### src/rtl/io_pinmux_ctrl_pkg.sv
// ---------------------------------------------------------------------------
// pinmux_pkg
//   Shared types and constants for the io_pinmux_ctrl pad function controller.
//   - fsel_e   : per-pad function select encoding (codes 2 and 3 both mean HIZ)
//   - state_e  : break-before-make sequencer states
//   - OFF_*    : Wishbone register byte offsets inside the 256-byte window
//   - sel_mask : expands Wishbone byte-lane selects into a 32-bit bit mask
// ---------------------------------------------------------------------------
package pinmux_pkg;

    localparam int NPADS_DEF = 24;
    localparam int GUARD_DEF = 4;

    typedef enum logic [1:0] {
        FSEL_PERIPH = 2'd0,
        FSEL_SWGPIO = 2'd1,
        FSEL_HIZ    = 2'd2
    } fsel_e;

    typedef enum logic [1:0] {
        ST_IDLE   = 2'd0,
        ST_BREAK  = 2'd1,
        ST_COMMIT = 2'd2
    } state_e;

    localparam logic [7:0] OFF_FSEL0  = 8'h00;
    localparam logic [7:0] OFF_FSEL1  = 8'h04;
    localparam logic [7:0] OFF_SWOUT  = 8'h08;
    localparam logic [7:0] OFF_SWOEB  = 8'h0C;
    localparam logic [7:0] OFF_STATUS = 8'h10;
    localparam logic [7:0] OFF_PADIN  = 8'h14;

    // Byte lane b enables bits [8b+7:8b]; merging is then (old & ~m) | (new & m).
    function automatic logic [31:0] sel_mask(input logic [3:0] sel);
        logic [31:0] m;
        m = 32'h0000_0000;
        for (int b = 0; b < 4; b++) begin
            m[b*8 +: 8] = {8{sel[b]}};
        end
        return m;
    endfunction

endpackage

### src/rtl/io_pinmux_ctrl_if.sv
// ---------------------------------------------------------------------------
// io_pinmux_ctrl_if
//   Wishbone slave bundle for io_pinmux_ctrl. Signal names keep the
//   soc_core wbs_* naming so the bus maps one-to-one onto the SoC wiring.
//   master : drives stb/cyc/we/sel/adr/dat_i, receives ack/dat_o
//   slave  : receives stb/cyc/we/sel/adr/dat_i, drives ack/dat_o
// ---------------------------------------------------------------------------
interface io_pinmux_ctrl_if;

    logic        wbs_stb_i;
    logic        wbs_cyc_i;
    logic        wbs_we_i;
    logic [3:0]  wbs_sel_i;
    logic [31:0] wbs_adr_i;
    logic [31:0] wbs_dat_i;
    logic        wbs_ack_o;
    logic [31:0] wbs_dat_o;

    modport master (
        output wbs_stb_i, wbs_cyc_i, wbs_we_i, wbs_sel_i, wbs_adr_i, wbs_dat_i,
        input  wbs_ack_o, wbs_dat_o
    );

    modport slave (
        input  wbs_stb_i, wbs_cyc_i, wbs_we_i, wbs_sel_i, wbs_adr_i, wbs_dat_i,
        output wbs_ack_o, wbs_dat_o
    );

endinterface

### src/rtl/io_pinmux_ctrl_pad_cell.sv
// ---------------------------------------------------------------------------
// pinmux_pad_cell
//   Purely combinational output mux for one pad.
//   i_fsel       : committed function select (PERIPH / SWGPIO / HIZ)
//   i_force_hiz  : guard-interval override, wins over any selection
//   i_core_out/i_core_oeb : soc_core peripheral drive
//   i_sw_out/i_sw_oeb     : software GPIO drive
//   o_pad_out/o_pad_oeb   : to io_out / io_oeb (oeb=1 means not driven)
// ---------------------------------------------------------------------------
module pinmux_pad_cell
    import pinmux_pkg::*;
(
    input  logic [1:0] i_fsel,
    input  logic       i_force_hiz,
    input  logic       i_core_out,
    input  logic       i_core_oeb,
    input  logic       i_sw_out,
    input  logic       i_sw_oeb,
    output logic       o_pad_out,
    output logic       o_pad_oeb
);

    // Select the pad source; anything not explicitly a driver falls to high-Z.
    always_comb begin
        o_pad_out = 1'b0;
        o_pad_oeb = 1'b1;
        if (i_force_hiz) begin
            o_pad_out = 1'b0;
            o_pad_oeb = 1'b1;
        end else begin
            case (i_fsel)
                FSEL_PERIPH: begin
                    o_pad_out = i_core_out;
                    o_pad_oeb = i_core_oeb;
                end
                FSEL_SWGPIO: begin
                    o_pad_out = i_sw_out;
                    o_pad_oeb = i_sw_oeb;
                end
                default: begin
                    o_pad_out = 1'b0;
                    o_pad_oeb = 1'b1;
                end
            endcase
        end
    end

endmodule

### src/rtl/io_pinmux_ctrl.sv
// ---------------------------------------------------------------------------
// io_pinmux_ctrl
//   Wishbone-configured pad function controller for user pads io[37:14]
//   (pad k = io[14+k]). Each pad is a core peripheral pass-through, a
//   software GPIO, or high-Z. Function changes are break-before-make: the
//   pads whose selection changes are tristated for GUARD_CYC cycles plus one
//   commit cycle before the new selection becomes active.
// Ports
//   wb_clk_i, wb_rst_i     : clock, synchronous active-high reset
//   wbs                    : Wishbone slave (io_pinmux_ctrl_if.slave)
//   core_out_i/core_oeb_i  : peripheral drive from soc_core
//   pad_in_i               : asynchronous pad inputs
//   pad_out_o/pad_oeb_o    : to io_out / io_oeb
//   busy_o                 : break/commit sequence in progress
// ---------------------------------------------------------------------------
module io_pinmux_ctrl
    import pinmux_pkg::*;
#(
    parameter int          NPADS     = NPADS_DEF,
    parameter int          GUARD_CYC = GUARD_DEF,
    parameter logic [31:0] BASE_ADDR = 32'h3000_0000
) (
    input  logic             wb_clk_i,
    input  logic             wb_rst_i,
    io_pinmux_ctrl_if.slave  wbs,
    input  logic [NPADS-1:0] core_out_i,
    input  logic [NPADS-1:0] core_oeb_i,
    input  logic [NPADS-1:0] pad_in_i,
    output logic [NPADS-1:0] pad_out_o,
    output logic [NPADS-1:0] pad_oeb_o,
    output logic             busy_o
);

    localparam int FW    = 2 * NPADS;
    localparam int HW    = FW - 32;
    localparam int CNT_W = (GUARD_CYC > 1) ? $clog2(GUARD_CYC) : 1;
    localparam logic [CNT_W-1:0] CNT_INIT = CNT_W'(GUARD_CYC - 1);

    // Registered state
    logic             r_ack;
    logic [31:0]      r_dat;
    logic [FW-1:0]    r_pending;
    logic [FW-1:0]    r_active;
    logic [FW-1:0]    r_target;
    logic [NPADS-1:0] r_chg;
    logic [CNT_W-1:0] r_cnt;
    logic [NPADS-1:0] r_swout;
    logic [NPADS-1:0] r_swoeb;
    logic [NPADS-1:0] r_padin_meta;
    logic [NPADS-1:0] r_padin_sync;
    logic             r_busy;
    state_e           r_state;

    // Combinational helpers
    logic             w_hit;
    logic             w_req;
    logic             w_wr;
    logic [7:0]       w_off;
    logic [31:0]      w_mask;
    logic [31:0]      w_rdata;
    logic [FW-1:0]    w_pending_nxt;
    logic [NPADS-1:0] w_diff;
    state_e           w_state_nxt;
    logic             w_start;
    logic             w_cnt_dec;
    logic             w_commit;

    // The full low byte is decoded, so unaligned offsets land on "unmapped".
    assign w_hit  = (wbs.wbs_adr_i[31:8] == BASE_ADDR[31:8]);
    assign w_off  = wbs.wbs_adr_i[7:0];
    assign w_req  = wbs.wbs_stb_i & wbs.wbs_cyc_i & w_hit & ~r_ack;
    assign w_wr   = w_req & wbs.wbs_we_i;
    assign w_mask = sel_mask(wbs.wbs_sel_i);

    assign wbs.wbs_ack_o = r_ack;
    assign wbs.wbs_dat_o = r_dat;
    assign busy_o        = r_busy;

    // Register read multiplexer; FSEL reads return the pending selection.
    always_comb begin
        w_rdata = 32'h0000_0000;
        case (w_off)
            OFF_FSEL0:  w_rdata = r_pending[31:0];
            OFF_FSEL1:  w_rdata = 32'(r_pending[FW-1:32]);
            OFF_SWOUT:  w_rdata = 32'(r_swout);
            OFF_SWOEB:  w_rdata = 32'(r_swoeb);
            OFF_STATUS: w_rdata = {31'h0000_0000, r_busy};
            OFF_PADIN:  w_rdata = 32'(r_padin_sync);
            default:    w_rdata = 32'h0000_0000;
        endcase
    end

    // Byte-lane merge of FSEL writes into the pending selection.
    always_comb begin
        w_pending_nxt = r_pending;
        if (w_wr && (w_off == OFF_FSEL0)) begin
            w_pending_nxt[31:0] = (r_pending[31:0] & ~w_mask) | (wbs.wbs_dat_i & w_mask);
        end else if (w_wr && (w_off == OFF_FSEL1)) begin
            w_pending_nxt[FW-1:32] = (r_pending[FW-1:32] & ~w_mask[HW-1:0])
                                   | (wbs.wbs_dat_i[HW-1:0] & w_mask[HW-1:0]);
        end else begin
            w_pending_nxt = r_pending;
        end
    end

    // Pads whose pending selection differs from the committed one.
    always_comb begin
        w_diff = '0;
        for (int k = 0; k < NPADS; k++) begin
            w_diff[k] = (r_pending[2*k +: 2] != r_active[2*k +: 2]);
        end
    end

    // Wishbone ack/read data, pending FSEL and software GPIO registers.
    always_ff @(posedge wb_clk_i) begin
        if (wb_rst_i) begin
            r_ack     <= 1'b0;
            r_dat     <= 32'h0000_0000;
            r_pending <= '0;
            r_swout   <= '0;
            r_swoeb   <= '1;
        end else begin
            r_ack     <= w_req;
            r_pending <= w_pending_nxt;
            if (w_req && !wbs.wbs_we_i) begin
                r_dat <= w_rdata;
            end
            if (w_wr && (w_off == OFF_SWOUT)) begin
                r_swout <= (r_swout & ~w_mask[NPADS-1:0]) | (wbs.wbs_dat_i[NPADS-1:0] & w_mask[NPADS-1:0]);
            end
            if (w_wr && (w_off == OFF_SWOEB)) begin
                r_swoeb <= (r_swoeb & ~w_mask[NPADS-1:0]) | (wbs.wbs_dat_i[NPADS-1:0] & w_mask[NPADS-1:0]);
            end
        end
    end

    // Two-flop synchronizer for the asynchronous pad inputs.
    always_ff @(posedge wb_clk_i) begin
        if (wb_rst_i) begin
            r_padin_meta <= '0;
            r_padin_sync <= '0;
        end else begin
            r_padin_meta <= pad_in_i;
            r_padin_sync <= r_padin_meta;
        end
    end

    // Sequencer state register; busy is registered alongside the state.
    always_ff @(posedge wb_clk_i) begin
        if (wb_rst_i) begin
            r_state <= ST_IDLE;
            r_busy  <= 1'b0;
        end else begin
            r_state <= w_state_nxt;
            r_busy  <= (w_state_nxt != ST_IDLE);
        end
    end

    // Sequencer next-state logic.
    always_comb begin
        w_state_nxt = r_state;
        case (r_state)
            ST_IDLE: begin
                if (r_pending != r_active) begin
                    w_state_nxt = ST_BREAK;
                end else begin
                    w_state_nxt = ST_IDLE;
                end
            end
            ST_BREAK: begin
                if (r_cnt == '0) begin
                    w_state_nxt = ST_COMMIT;
                end else begin
                    w_state_nxt = ST_BREAK;
                end
            end
            ST_COMMIT: w_state_nxt = ST_IDLE;
            default:   w_state_nxt = ST_IDLE;
        endcase
    end

    // Sequencer control strobes for the datapath.
    always_comb begin
        w_start   = 1'b0;
        w_cnt_dec = 1'b0;
        w_commit  = 1'b0;
        case (r_state)
            ST_IDLE:   w_start   = (r_pending != r_active);
            ST_BREAK:  w_cnt_dec = (r_cnt != '0);
            ST_COMMIT: w_commit  = 1'b1;
            default: begin
                w_start   = 1'b0;
                w_cnt_dec = 1'b0;
                w_commit  = 1'b0;
            end
        endcase
    end

    // Sequencer datapath: snapshot target, guard counter, commit.
    // r_chg stays set through COMMIT so a changing pad is only released
    // once the new selection is already in r_active.
    always_ff @(posedge wb_clk_i) begin
        if (wb_rst_i) begin
            r_active <= '0;
            r_target <= '0;
            r_chg    <= '0;
            r_cnt    <= '0;
        end else if (w_start) begin
            r_target <= r_pending;
            r_chg    <= w_diff;
            r_cnt    <= CNT_INIT;
        end else if (w_cnt_dec) begin
            r_cnt <= r_cnt - CNT_W'(1);
        end else if (w_commit) begin
            r_active <= r_target;
            r_chg    <= '0;
        end else begin
            r_cnt <= r_cnt;
        end
    end

    // One output mux per pad.
    for (genvar k = 0; k < NPADS; k++) begin : g_pad
        pinmux_pad_cell u_cell (
            .i_fsel      (r_active[2*k +: 2]),
            .i_force_hiz (r_chg[k]),
            .i_core_out  (core_out_i[k]),
            .i_core_oeb  (core_oeb_i[k]),
            .i_sw_out    (r_swout[k]),
            .i_sw_oeb    (r_swoeb[k]),
            .o_pad_out   (pad_out_o[k]),
            .o_pad_oeb   (pad_oeb_o[k])
        );
    end

endmodule
### src/flat_wrapper.sv
// flat-port wrapper written by rule: the top's interface ports become plain ports
module io_pinmux_ctrl_flat import pinmux_pkg::*;
#(
    parameter int          NPADS     = NPADS_DEF,
    parameter int          GUARD_CYC = GUARD_DEF,
    parameter logic [31:0] BASE_ADDR = 32'h3000_0000
)
  (wb_clk_i, wb_rst_i, core_out_i, core_oeb_i, pad_in_i, pad_out_o, pad_oeb_o, busy_o, wbs_wbs_stb_i, wbs_wbs_cyc_i, wbs_wbs_we_i, wbs_wbs_sel_i, wbs_wbs_adr_i, wbs_wbs_dat_i, wbs_wbs_ack_o, wbs_wbs_dat_o);
  io_pinmux_ctrl_if wbs_i ();
  input  logic wb_clk_i;
  input  logic wb_rst_i;
  input  logic [NPADS-1:0] core_out_i;
  input  logic [NPADS-1:0] core_oeb_i;
  input  logic [NPADS-1:0] pad_in_i;
  output logic [NPADS-1:0] pad_out_o;
  output logic [NPADS-1:0] pad_oeb_o;
  output logic busy_o;
  input wire logic [$bits(wbs_i.wbs_stb_i)-1:0] wbs_wbs_stb_i;
  input wire logic [$bits(wbs_i.wbs_cyc_i)-1:0] wbs_wbs_cyc_i;
  input wire logic [$bits(wbs_i.wbs_we_i)-1:0] wbs_wbs_we_i;
  input wire logic [$bits(wbs_i.wbs_sel_i)-1:0] wbs_wbs_sel_i;
  input wire logic [$bits(wbs_i.wbs_adr_i)-1:0] wbs_wbs_adr_i;
  input wire logic [$bits(wbs_i.wbs_dat_i)-1:0] wbs_wbs_dat_i;
  output wire logic [$bits(wbs_i.wbs_ack_o)-1:0] wbs_wbs_ack_o;
  output wire logic [$bits(wbs_i.wbs_dat_o)-1:0] wbs_wbs_dat_o;
  assign wbs_i.wbs_stb_i = wbs_wbs_stb_i;
  assign wbs_i.wbs_cyc_i = wbs_wbs_cyc_i;
  assign wbs_i.wbs_we_i = wbs_wbs_we_i;
  assign wbs_i.wbs_sel_i = wbs_wbs_sel_i;
  assign wbs_i.wbs_adr_i = wbs_wbs_adr_i;
  assign wbs_i.wbs_dat_i = wbs_wbs_dat_i;
  assign wbs_wbs_ack_o = wbs_i.wbs_ack_o;
  assign wbs_wbs_dat_o = wbs_i.wbs_dat_o;
  io_pinmux_ctrl #(.NPADS(NPADS), .GUARD_CYC(GUARD_CYC), .BASE_ADDR(BASE_ADDR)) u_core (.wb_clk_i(wb_clk_i), .wb_rst_i(wb_rst_i), .wbs(wbs_i), .core_out_i(core_out_i), .core_oeb_i(core_oeb_i), .pad_in_i(pad_in_i), .pad_out_o(pad_out_o), .pad_oeb_o(pad_oeb_o), .busy_o(busy_o));
endmodule
### config.mk
export PLATFORM = sky130hd
export DESIGN_NAME = io_pinmux_ctrl_flat
export DESIGN_NICKNAME = d
export VERILOG_FILES = /design/src/rtl/io_pinmux_ctrl_pkg.sv /design/src/rtl/io_pinmux_ctrl_if.sv /design/src/rtl/io_pinmux_ctrl_pad_cell.sv /design/src/rtl/io_pinmux_ctrl.sv /design/src/flat_wrapper.sv
export SDC_FILE = /design/constraint.sdc
export NUM_CORES = 1
export LEC_CHECK = 0
export CAP_MARGIN = 20
export CORE_MARGIN = 5
export CORE_UTILIZATION = 39
export DETAILED_ROUTE_END_ITERATION = 10
export DONT_BUFFER_PORTS = 1
export GPL_TIMING_DRIVEN = 0
export PLACE_DENSITY = 0.62
export SKIP_LAST_GASP = 1
export SLEW_MARGIN = 10
export SYNTH_ARGS = -nofsm -noshare
export SYNTH_HDL_FRONTEND = slang
export SYNTH_SLANG_ARGS = --single-unit
### constraint.sdc
create_clock -name wb_clk_i -period 3.5 [get_ports wb_clk_i]
set_input_delay 0.175 -clock wb_clk_i [delete_from_list [all_inputs] [get_ports wb_clk_i]]
set_output_delay 0.175 -clock wb_clk_i [all_outputs]
set_load 0.01 [all_outputs]
==> results.sh <==
export IMPL_die_h_microns=198
export IMPL_synth_nets=1678
export IMPL_clockRootBuffer="clkbuf_16"
export IMPL_grtUsageMet3_pct=6.69
export IMPL_cts_resized=0
export IMPL_first_global_vias=11046
export IMPL_crit_type="reg -> reg"
export IMPL_final_util_pct=46.3
export IMPL_critPathArrivalTime_ns=3.40
export IMPL_yosysTopAreaCell="dfxtp_1"
export IMPL_cpMaxStageDelayCell="nor4_1"
export IMPL_min_path_type="in -> reg"
export IMPL_rsz0062_at_grt="false"
export IMPL_hold_viol=0
export IMPL_fin_skew_ns=0.0190
export IMPL_synth_xor_area_share_pct=3.05
export IMPL_yosys_top_cells_count="dfxtp_1 (302), nand2_1 (261), mux2i_1 (169), nor2_1 (102), nand2b_1 (97)"
export IMPL_setup_viol=0
export IMPL_critPathCaptureType="register"
export IMPL_fin_crit_sh_pct=86.4
export IMPL_grt_pass1_wl_microns=70700
export IMPL_clock_path_buffers=3
export IMPL_critPathMaxStageDelay_ns=0.62
export IMPL_coreArea_sq_mm=0.0347
export IMPL_antenna_found_initial=3
export IMPL_drt_initial_drc_count=950
export IMPL_htree_levels=2
export IMPL_ir_worst_vdd_mv=0.373
export IMPL_synth_compound_area_share_pct=10.4
export IMPL_synth_edff_count=0
export IMPL_area_growth_syn_to_layout_pct=16.8
export IMPL_place_inst=1988
export IMPL_power_density_mw_per_mm2=465
export IMPL_cts_reportedPaths_clkPinSlew_ns=0.06
export IMPL_synth_yosys_seq_area_share_pct=43.9
export IMPL_ant_nets=0
export IMPL_drcViolationCount=0
export IMPL_regArea_sq_mm=0.00605
export IMPL_via_count=11610
export IMPL_drv_slew=0
export IMPL_die_w_microns=198
export IMPL_cts_buffers=34
export IMPL_grt_use_total_pct=23.7
export IMPL_tns_ns=0
export IMPL_use_met2_pct=38.2
export IMPL_total_power_w=0.00748
export IMPL_worstMarginPinSlew_ns=0.980
export IMPL_hp_start="wb_rst_i"
export IMPL_clock_sinks=302
export IMPL_synthCells=1532
export IMPL_instances_no_fill=2109
export IMPL_vias_per_cell=5.50
export IMPL_synth_warning_count=0
export IMPL_start_util_pct=39.6
export IMPL_post_cts_setup_buffers=0
export IMPL_path_cells="xnor2_1, nand4_1, nor4_1, nand3_1, clkbuf_1, o21a_1"
export IMPL_synth_seq_cells=302
export IMPL_multiInputGateArea_sq_mm=0.00698
export IMPL_grt_max_degree=14
export IMPL_ys_types=51
export IMPL_nNetsFinal=1771
export IMPL_grt_overflow=0
export IMPL_relSlewSlack_pct=34.0
export IMPL_cap_violations=0
export IMPL_hpwl_microns=37800
export IMPL_r2r_start="u_core.r_active[24]"
export IMPL_port_buffers=0
export IMPL_synth_top_family_by_area="simple AND/OR/NAND/NOR gates"
export IMPL_drt_wl_total_microns=48800
export IMPL_num_rows=68
export IMPL_syn_area_per_cell_sq_um=8.98
export IMPL_layout_drive_gt1_share_pct=9.39
export IMPL_synthTopCellsByArea="dfxtp_1 (44%), mux2i_1 (12%), nand2_1 (7.1%)"
export IMPL_clock_latency_ns=0.53
export IMPL_crit_start="u_core.r_active[24]"
export IMPL_status="completed"
export IMPL_synth_ff_type="dfxtp_1"
export IMPL_cp_required_ns=3.87
export IMPL_netlist_area_sq_mm=0.0138
export IMPL_synth_most_common_cell="dfxtp_1"
export IMPL_hold_buffers=56
export IMPL_fillers=3307
export IMPL_fmax_mhz=331
export IMPL_synthAdderAreaFrac_pct=0.0909
export IMPL_synthMuxAreaShare_pct=12.4
export IMPL_synthSimpleGateAreaFrac_pct=24.7
export IMPL_cts_tree="built"
export IMPL_layout_min_cycle_time_ns=3.02
export IMPL_p_leak_nw=5.39
export IMPL_pin_count=227
export IMPL_met1_usage_pct=31.1
export IMPL_wl_per_cell_microns=23.1
export IMPL_synth_top_area_share_pct=43.9
export IMPL_crit_path_max_fanout=10
export IMPL_dr_pass1_iters=8
export IMPL_start_kind="register"
export IMPL_die_area_sq_mm=0.0391
export IMPL_synthArstFlopShare_pct=0
export IMPL_gp_congestion=0.929
export IMPL_grt_busiest_layer="met2"
## layout make-up
cell class	count	share of cell area, %
tap	455	3.54
sequential	302	37.6
inverter	3	0.0701
multi-input combinational	1085	43.4
antenna	4	0.0623
buffer	142	4.58
timing repair buffer	57	3.52
clock inverter	10	0.763
clock buffer	51	6.44
## worst max-delay path, delay by kind of cell (launching register included)
family                    cells  cell delay [ns]
AOI/OAI and AO/OA             1             0.34
DFF                           1             0.35
buffers and inverters         1             0.43
xor gates and xnor gates      1             0.46
and+or+nand+nor               3             1.30
## per-stage QoR
stage / area [sq um] / worst slack, ns / hold WS, ns
final: 16100 / 0.477 / 0.0220
after detailed placement: 14300 / 0.520 / 0.298
after global placement: 14300 / 0.574 / 0.294
after floorplan: 13800 / 1.35 / 0.293
after CTS: 16100 / 0.620 / 0.0162
after global routing: 16100 / 0.405 / 0.0376
## routing by layer
| layer | routed length, microns | up-vias |
|---|---|---|
| met4 | 1390 | 4 |
| li1 | - | 5417 |
| met5 | 21 | - |
| met2 | 22400 | 556 |
| met1 | 20300 | 5537 |
| met3 | 4650 | 96 |
## kinds of logic after synthesis
family / after synthesis
compound gates: 204
simple gates: 662
xor+xnor: 48
fa+ha+maj: 1
flops: 302
mux: 170
buf+inv: 145
## power by group
part,switching (W),leakage [nW],total [W],internal (W)
Combinational,0.000209,2.37,0.000359,0.000150
Sequential,0.00000538,2.44,0.00347,0.00346
Clock,0.00145,0.575,0.00365,0.00220
Total,0.00166,5.39,0.00748,0.00581
## layout by cell type (no fill, tap or decap), types with 7 or more instances in the layout
cell type      instances
a21oi_1               86
nor2_1               102
xnor2_1               48
clkbuf_16             34
o221ai_1              24
a222oi_1              10
nand2b_1              97
nor4_1                 9
a21o_1                10
o21ai_0                9
nand2_1              261
nand4_1               14
a211o_1               24
nor3_1                30
dfxtp_1              302
a22o_1                19
clkbuf_8              12
buf_4                 48
mux2i_1              169
clkbuf_1              87
nor4_4                 8
nor2b_1               74
buf_2                  7
nand3_1               23
or3b_2                24
dlygate4sd3_1         56
## final timing paths
check | end | slack, ns | depth (start not counted)
max | u_core.busy_o | 0.48 | 6
min | u_core.r_chg[5] | 0.02 | 3
min reg2reg | u_core.r_padin_sync[0] | 0.43 | 1
max reg2reg | u_core.busy_o | 0.48 | 6
Power figures use the tool's default switching activity.
